**src/rtl/miriscv_rvfi_sched.sv**
```systemverilog
// rtl/miriscv_rvfi_sched.sv - merges two RVFI retirement streams into rvfi_order sequence
// Optional watchdog compiled in with MIRISCV_RVFI_SCHED_TIMEOUT_EN.
module miriscv_rvfi_sched #(
    parameter int unsigned DATA_W  = 128,
    parameter int unsigned DEPTH   = 4,
    parameter int unsigned TIMEOUT = 1024
) (
    input  logic              clk,
    input  logic              arst,
    input  logic              in0_valid,
    output logic              in0_ready,
    input  logic [63:0]       in0_order,
    input  logic [DATA_W-1:0] in0_data,
    input  logic              in1_valid,
    output logic              in1_ready,
    input  logic [63:0]       in1_order,
    input  logic [DATA_W-1:0] in1_data,
    output logic              out_valid,
    input  logic              out_ready,
    output logic [63:0]       out_order,
    output logic [DATA_W-1:0] out_data,
    output logic              err_gap,
    output logic              err_dup,
    output logic              err_timeout
);
    localparam int unsigned AW = $clog2(DEPTH);
    localparam int unsigned PW = AW + 1;
    localparam logic [PW-1:0] PTR_ONE = {{AW{1'b0}}, 1'b1};

    logic [1:0]             in_valid;
    logic [1:0][63:0]       in_order;
    logic [1:0][DATA_W-1:0] in_data;
    logic [1:0][63:0]       head_order;
    logic [1:0][DATA_W-1:0] head_data;
    logic [1:0]             push, pop, empty, full, match;

    logic [63:0]       exp_order_q, exp_order_d;
    logic              out_valid_q, out_valid_d;
    logic [63:0]       out_order_q, out_order_d;
    logic [DATA_W-1:0] out_data_q, out_data_d;
    logic              err_gap_q, err_gap_d;
    logic              err_dup_q, err_dup_d;
    logic              out_free, load, gap_now;

    assign in_valid = {in1_valid, in0_valid};
    assign in_order = {in1_order, in0_order};
    assign in_data  = {in1_data, in0_data};

    for (genvar g = 0; g < 2; g++) begin : g_fifo
        logic [63:0]       ord_mem_q [DEPTH];
        logic [DATA_W-1:0] dat_mem_q [DEPTH];
        logic [PW-1:0]     wr_ptr_q, rd_ptr_q;

        // Extra MSB distinguishes full from empty when the index bits coincide.
        assign empty[g] = (wr_ptr_q == rd_ptr_q);
        assign full[g]  = (wr_ptr_q[AW] != rd_ptr_q[AW]) &&
                          (wr_ptr_q[AW-1:0] == rd_ptr_q[AW-1:0]);
        assign push[g]  = in_valid[g] && !full[g];
        assign head_order[g] = ord_mem_q[rd_ptr_q[AW-1:0]];
        assign head_data[g]  = dat_mem_q[rd_ptr_q[AW-1:0]];
        assign match[g] = !empty[g] && (head_order[g] == exp_order_q);

        always_ff @(posedge clk) begin
            if (push[g]) begin
                ord_mem_q[wr_ptr_q[AW-1:0]] <= in_order[g];
                dat_mem_q[wr_ptr_q[AW-1:0]] <= in_data[g];
            end
        end

        always_ff @(posedge clk or posedge arst) begin
            if (arst) begin
                wr_ptr_q <= '0;
                rd_ptr_q <= '0;
            end else begin
                if (push[g]) wr_ptr_q <= wr_ptr_q + PTR_ONE;
                if (pop[g])  rd_ptr_q <= rd_ptr_q + PTR_ONE;
            end
        end
    end

    assign in0_ready = !full[0];
    assign in1_ready = !full[1];

    // A detected gap freezes the scheduler until reset.
    assign out_free = !out_valid_q || out_ready;
    assign load     = out_free && (|match) && !err_gap_q;
    assign gap_now  = !empty[0] && !empty[1] && !(|match);
    assign pop      = load ? match : 2'b00;

    always_comb begin
        out_valid_d = out_valid_q;
        out_order_d = out_order_q;
        out_data_d  = out_data_q;
        exp_order_d = exp_order_q;
        err_gap_d   = err_gap_q | gap_now;
        err_dup_d   = err_dup_q | (load && (&match));
        if (load) begin
            out_valid_d = 1'b1;
            exp_order_d = exp_order_q + 64'd1;
            if (match[0]) begin
                out_order_d = head_order[0];
                out_data_d  = head_data[0];
            end else begin
                out_order_d = head_order[1];
                out_data_d  = head_data[1];
            end
        end else if (out_ready) begin
            out_valid_d = 1'b0;
        end
    end

    always_ff @(posedge clk or posedge arst) begin
        if (arst) begin
            exp_order_q <= '0;
            out_valid_q <= 1'b0;
            out_order_q <= '0;
            out_data_q  <= '0;
            err_gap_q   <= 1'b0;
            err_dup_q   <= 1'b0;
        end else begin
            exp_order_q <= exp_order_d;
            out_valid_q <= out_valid_d;
            out_order_q <= out_order_d;
            out_data_q  <= out_data_d;
            err_gap_q   <= err_gap_d;
            err_dup_q   <= err_dup_d;
        end
    end

`ifdef MIRISCV_RVFI_SCHED_TIMEOUT_EN
    localparam int unsigned WW = $clog2(TIMEOUT + 1);

    logic [WW-1:0] wdog_q, wdog_d;
    logic          err_timeout_q, err_timeout_d;

    // Counts stalled cycles with work pending; saturates at the limit.
    always_comb begin
        wdog_d = wdog_q;
        if (load) begin
            wdog_d = '0;
        end else if (!(&empty) && (wdog_q != WW'(TIMEOUT))) begin
            wdog_d = wdog_q + {{(WW-1){1'b0}}, 1'b1};
        end
        err_timeout_d = err_timeout_q | (wdog_d == WW'(TIMEOUT));
    end

    always_ff @(posedge clk or posedge arst) begin
        if (arst) begin
            wdog_q        <= '0;
            err_timeout_q <= 1'b0;
        end else begin
            wdog_q        <= wdog_d;
            err_timeout_q <= err_timeout_d;
        end
    end

    assign err_timeout = err_timeout_q;
`else
    assign err_timeout = 1'b0;
`endif

    assign out_valid = out_valid_q;
    assign out_order = out_order_q;
    assign out_data  = out_data_q;
    assign err_gap   = err_gap_q;
    assign err_dup   = err_dup_q;

endmodule

```
**config.mk**
```make
export PLATFORM = sky130hd
export DESIGN_NAME = miriscv_rvfi_sched
export DESIGN_NICKNAME = d
export VERILOG_FILES = /design/src/rtl/miriscv_rvfi_sched.sv
export SDC_FILE = /design/constraint.sdc
export NUM_CORES = 2
export LEC_CHECK = 0
export BUFFER_PORTS_ARGS = -buffer_cell sky130_fd_sc_hd__buf_4
export CAP_MARGIN = 15
export CORE_MARGIN = 1
export CORE_UTILIZATION = 56
export CTS_BUF_LIST = sky130_fd_sc_hd__clkbuf_8
export CTS_CLUSTER_DIAMETER = 60
export DETAILED_ROUTE_END_ITERATION = 16
export PLACE_DENSITY_LB_ADDON = 0.25
export SLEW_MARGIN = 20
export SYNTH_ARGS = -nofsm -noshare
export SYNTH_HDL_FRONTEND = slang
export SYNTH_SLANG_ARGS = --single-unit
```
**constraint.sdc**
```tcl
create_clock -name clk -period 7.95 [get_ports clk]
set_input_delay 1.1925 -clock clk [delete_from_list [all_inputs] [get_ports clk]]
set_output_delay 1.1925 -clock clk [all_outputs]
set_load 0.05 [all_outputs]
```
==> impl_metrics.env <==
export IMPL_post_cts_buffers=0
export IMPL_drt_iter0_drc=3556
export IMPL_coreArea_sq_mm=0.126
export IMPL_grt_max_degree=183
export IMPL_antenna_found_initial=46
export IMPL_post_cts_hold_buffer_count=0
export IMPL_layout_cells_non_filler=6434
export IMPL_r2r_end="out_data[22]"
export IMPL_drc_errors=0
export IMPL_critical_path_required_ns=8.74
export IMPL_place_inst=5890
export IMPL_cts_tree="built"
export IMPL_initial_core_util_pct=56.8
export IMPL_p_seq_share_pct=55.1
export IMPL_ys_flop_type="edfxtp_1"
export IMPL_netSwitchingPower_mw=5.67
export IMPL_syn_num_nets=4224
export IMPL_via_per_inst=6.10
export IMPL_maxCapViolCount=0
export IMPL_drive_gt1_share_pct=30.0
export IMPL_synth_cell_type_count=69
export IMPL_cts_max_path_buffers=4
export IMPL_syn_instance_count=3824
export IMPL_skew_ns=0.0749
export IMPL_vdd_drop_max_mv=0.253
export IMPL_clock_sinks=1807
export IMPL_htree_levels=5
export IMPL_crit_fanout=104
export IMPL_yosysWarningCount=0
export IMPL_reg2regPathDepth=11
export IMPL_worstHoldPathType="input pin to async pin"
export IMPL_tightestPinTransition_ns=1.22
export IMPL_synth_most_common_cell="edfxtp_1"
export IMPL_ant_nets=0
export IMPL_post_drt_wl_per_cell_microns=29.0
export IMPL_fin_crit_sh_pct=72.4
export IMPL_powerDensity_mw_per_mm2=269
export IMPL_worst_hold_slack_ns=0.252
export IMPL_insertion_delay_ns=0.99
export IMPL_ctsResizeCount=0
export IMPL_end_kind="flip-flop"
export IMPL_setup_viol=0
export IMPL_r2r_setup_slack_ns=2.20
export IMPL_post_route_util_pct=66.0
export IMPL_slew_headroom_pct=18.4
export IMPL_fin_crit_ns=5.75
export IMPL_finalNetCount=4945
export IMPL_vias=39260
export IMPL_p_clk_share_pct=33.2
export IMPL_internal_power_mw=16.8
export IMPL_cp_arrival_ns=6.54
export IMPL_p_leak_nw=29.1
export IMPL_die_y_microns=360
export IMPL_overflow=0
export IMPL_track_usage_pct=28.9
export IMPL_start_kind="flip-flop"
export IMPL_startpoint="g_fifo[0].rd_ptr_q[1]"
export IMPL_p_sw_share_pct=25.3
export IMPL_place_ws_ns=2.21
export IMPL_num_io_pins=587
export IMPL_finalWeightedCongestion=1.00
export IMPL_synth_edf_count=1536
export IMPL_drv_slew=0
export IMPL_synth_largest_area_cell="edfxtp_1"
export IMPL_p_comb_share_pct=11.6
export IMPL_synthTopCellsByArea="edfxtp_1, mux4_2, dfrtp_1, mux2i_1, o21ai_0"
export IMPL_syn_area_per_cell_sq_um=18.7
export IMPL_area_growth_pct=16.2
export IMPL_netlist_area_leader_share_pct=64.4
export IMPL_cts_buffers=303
export IMPL_row_count=130
export IMPL_ys_ff_latch=1807
export IMPL_portBuffers=585
export IMPL_grt_pass1_vias=40009
export IMPL_worstSetupPathType="flip-flop to flip-flop"
export IMPL_hold_viol_final=0
export IMPL_fp_dieW_microns=360
export IMPL_syn_area_sq_mm=0.0716
export IMPL_wirelength_microns=186000
export IMPL_finalSetupTns_ns=0
export IMPL_endpoint="out_data[22]"
export IMPL_clockRootBuffer="clkbuf_8"
export IMPL_r2r_start="g_fifo[0].rd_ptr_q[1]"
export IMPL_grt_pass1_wl_microns=270000
export IMPL_dp_hpwl_microns=120000
export IMPL_seq_area_frac_synth_pct=73.8
export IMPL_synth_common_cells="edfxtp_1, mux4_2, mux2i_1"
export IMPL_status="finished, final reports clean"
export IMPL_fin_ws_ns=2.20
export IMPL_die_area_sq_mm=0.129
export IMPL_clk_pin_slew_ns=0.06
export IMPL_synth_async_sr_flop_share_pct=15.0
export IMPL_drt_first_pass_iters=5
export IMPL_rsz0062_at_grt="false"
export IMPL_fmax_ghz=0.174
how the worst min path moves through the flow:
stage                          start                     to  slack (ns)
2_1_floorplan  g_fifo[1].wr_ptr_q[2]  g_fifo[1].wr_ptr_q[2]        0.46
3_3_place_gp            out_data[83]           out_data[83]        0.46
3_5_place_dp            out_data[81]           out_data[81]        0.47
4_1_cts                         arst           out_data[69]        0.30
5_1_grt                         arst           out_data[69]        0.30
6_report                        arst           out_data[70]        0.25
layout make-up:
class / count / area (sq um)
antenna: 23 / 57.6
clock buffer: 328 / 4510
clock inverter: 193 / 907
fill: 8446 / 43000
inverter: 25 / 97.6
multi-input combinational: 1767 / 17700
sequential: 1807 / 52900
tap: 1650 / 2060
timing repair buffer: 641 / 5010
flip-flops by register name, indices dropped and copies added, names as in the netlist:
| signal | count |
|---|---|
| exp_order_q | 64 |
| err_dup | 1 |
| g_fifo.dat_mem_q | 1024 |
| out_data | 128 |
| g_fifo.rd_ptr_q | 6 |
| g_fifo.wr_ptr_q | 6 |
| out_order | 64 |
| err_gap | 1 |
| g_fifo.ord_mem_q | 512 |
| out_valid | 1 |
layout by cell type (no fill, tap or decap), types with 9 or more instances in the layout:
| cell | instances |
|---|---|
| clkinv_2 | 27 |
| mux4_2 | 351 |
| nand2b_1 | 24 |
| nand4_1 | 53 |
| o21ai_0 | 209 |
| nor3_1 | 37 |
| buf_4 | 625 |
| and2_1 | 14 |
| xor2_1 | 58 |
| a22oi_1 | 11 |
| dfrtp_1 | 267 |
| clkbuf_8 | 328 |
| mux2_2 | 19 |
| nand2_1 | 272 |
| xnor2_1 | 107 |
| nand3_1 | 56 |
| and3_1 | 16 |
| nor2_1 | 36 |
| diode_2 | 23 |
| inv_1 | 133 |
| a21oi_1 | 28 |
| ha_1 | 11 |
| or3_1 | 12 |
| o2111ai_1 | 9 |
| nor4_2 | 19 |
| mux2i_1 | 283 |
| nor4_1 | 10 |
| buf_12 | 16 |
| edfxtp_1 | 1536 |
| a211oi_1 | 9 |
| clkinv_1 | 41 |
| or4_1 | 10 |
cell families (layout without fill, tap and decap cells):
family	after synthesis	after routing	synth area share, %
flops	1807	1807	73.8
mux	654	654	15.3
simple gates	602	602	4.32
compound gates	334	334	2.75
buf+inv	250	1187	1.57
xor+xnor	165	165	2.02
fa+ha+maj	11	11	0.192
other cells	1	24	0.00523
through the flow:
step	power [mW]	cell area, sq um
2_1_floorplan	14.2	71700
5_1_grt	23.2	83200
4_1_cts	22.6	83200
3_5_place_dp	15.2	77800
6_report	22.4	83200
3_3_place_gp	15.1	77800
power by group through the flow:
stage | Clock [mW] | Sequential [mW] | Combinational, mW
4_1_cts | 7.59 | 12.4 | 2.64
5_1_grt | 8.00 | 12.5 | 2.75
3_5_place_dp | 0 | 12.6 | 2.63
2_1_floorplan | 0 | 12.8 | 1.43
6_report | 7.45 | 12.4 | 2.61
3_3_place_gp | 0 | 12.5 | 2.61
worst max-delay path, stage by stage (launching register included):
cell and delay, ns:
dfrtp_4 1.01, buf_4 0.46, mux2i_1 0.23, a221oi_1 0.64
o21ai_0 0.21, nand4b_1 0.23, or4_1 0.57, nor4_4 0.30
buf_12 0.66, buf_4 0.62, mux2i_1 0.24, o21ai_0 0.10
layer usage:
metal / wire, microns / part of all wire, % / vias up / global-route usage, %
met5: 358 / 0.19 / - / 0
li1: - / - / 16712 / -
met2: 90300 / 48 / 1821 / 45.3
met4: 7580 / 4.1 / 50 / 12.9
met3: 16100 / 8.7 / 475 / 8.33
met1: 72100 / 39 / 20202 / 37.8
(Power assumes the default switching activity.)
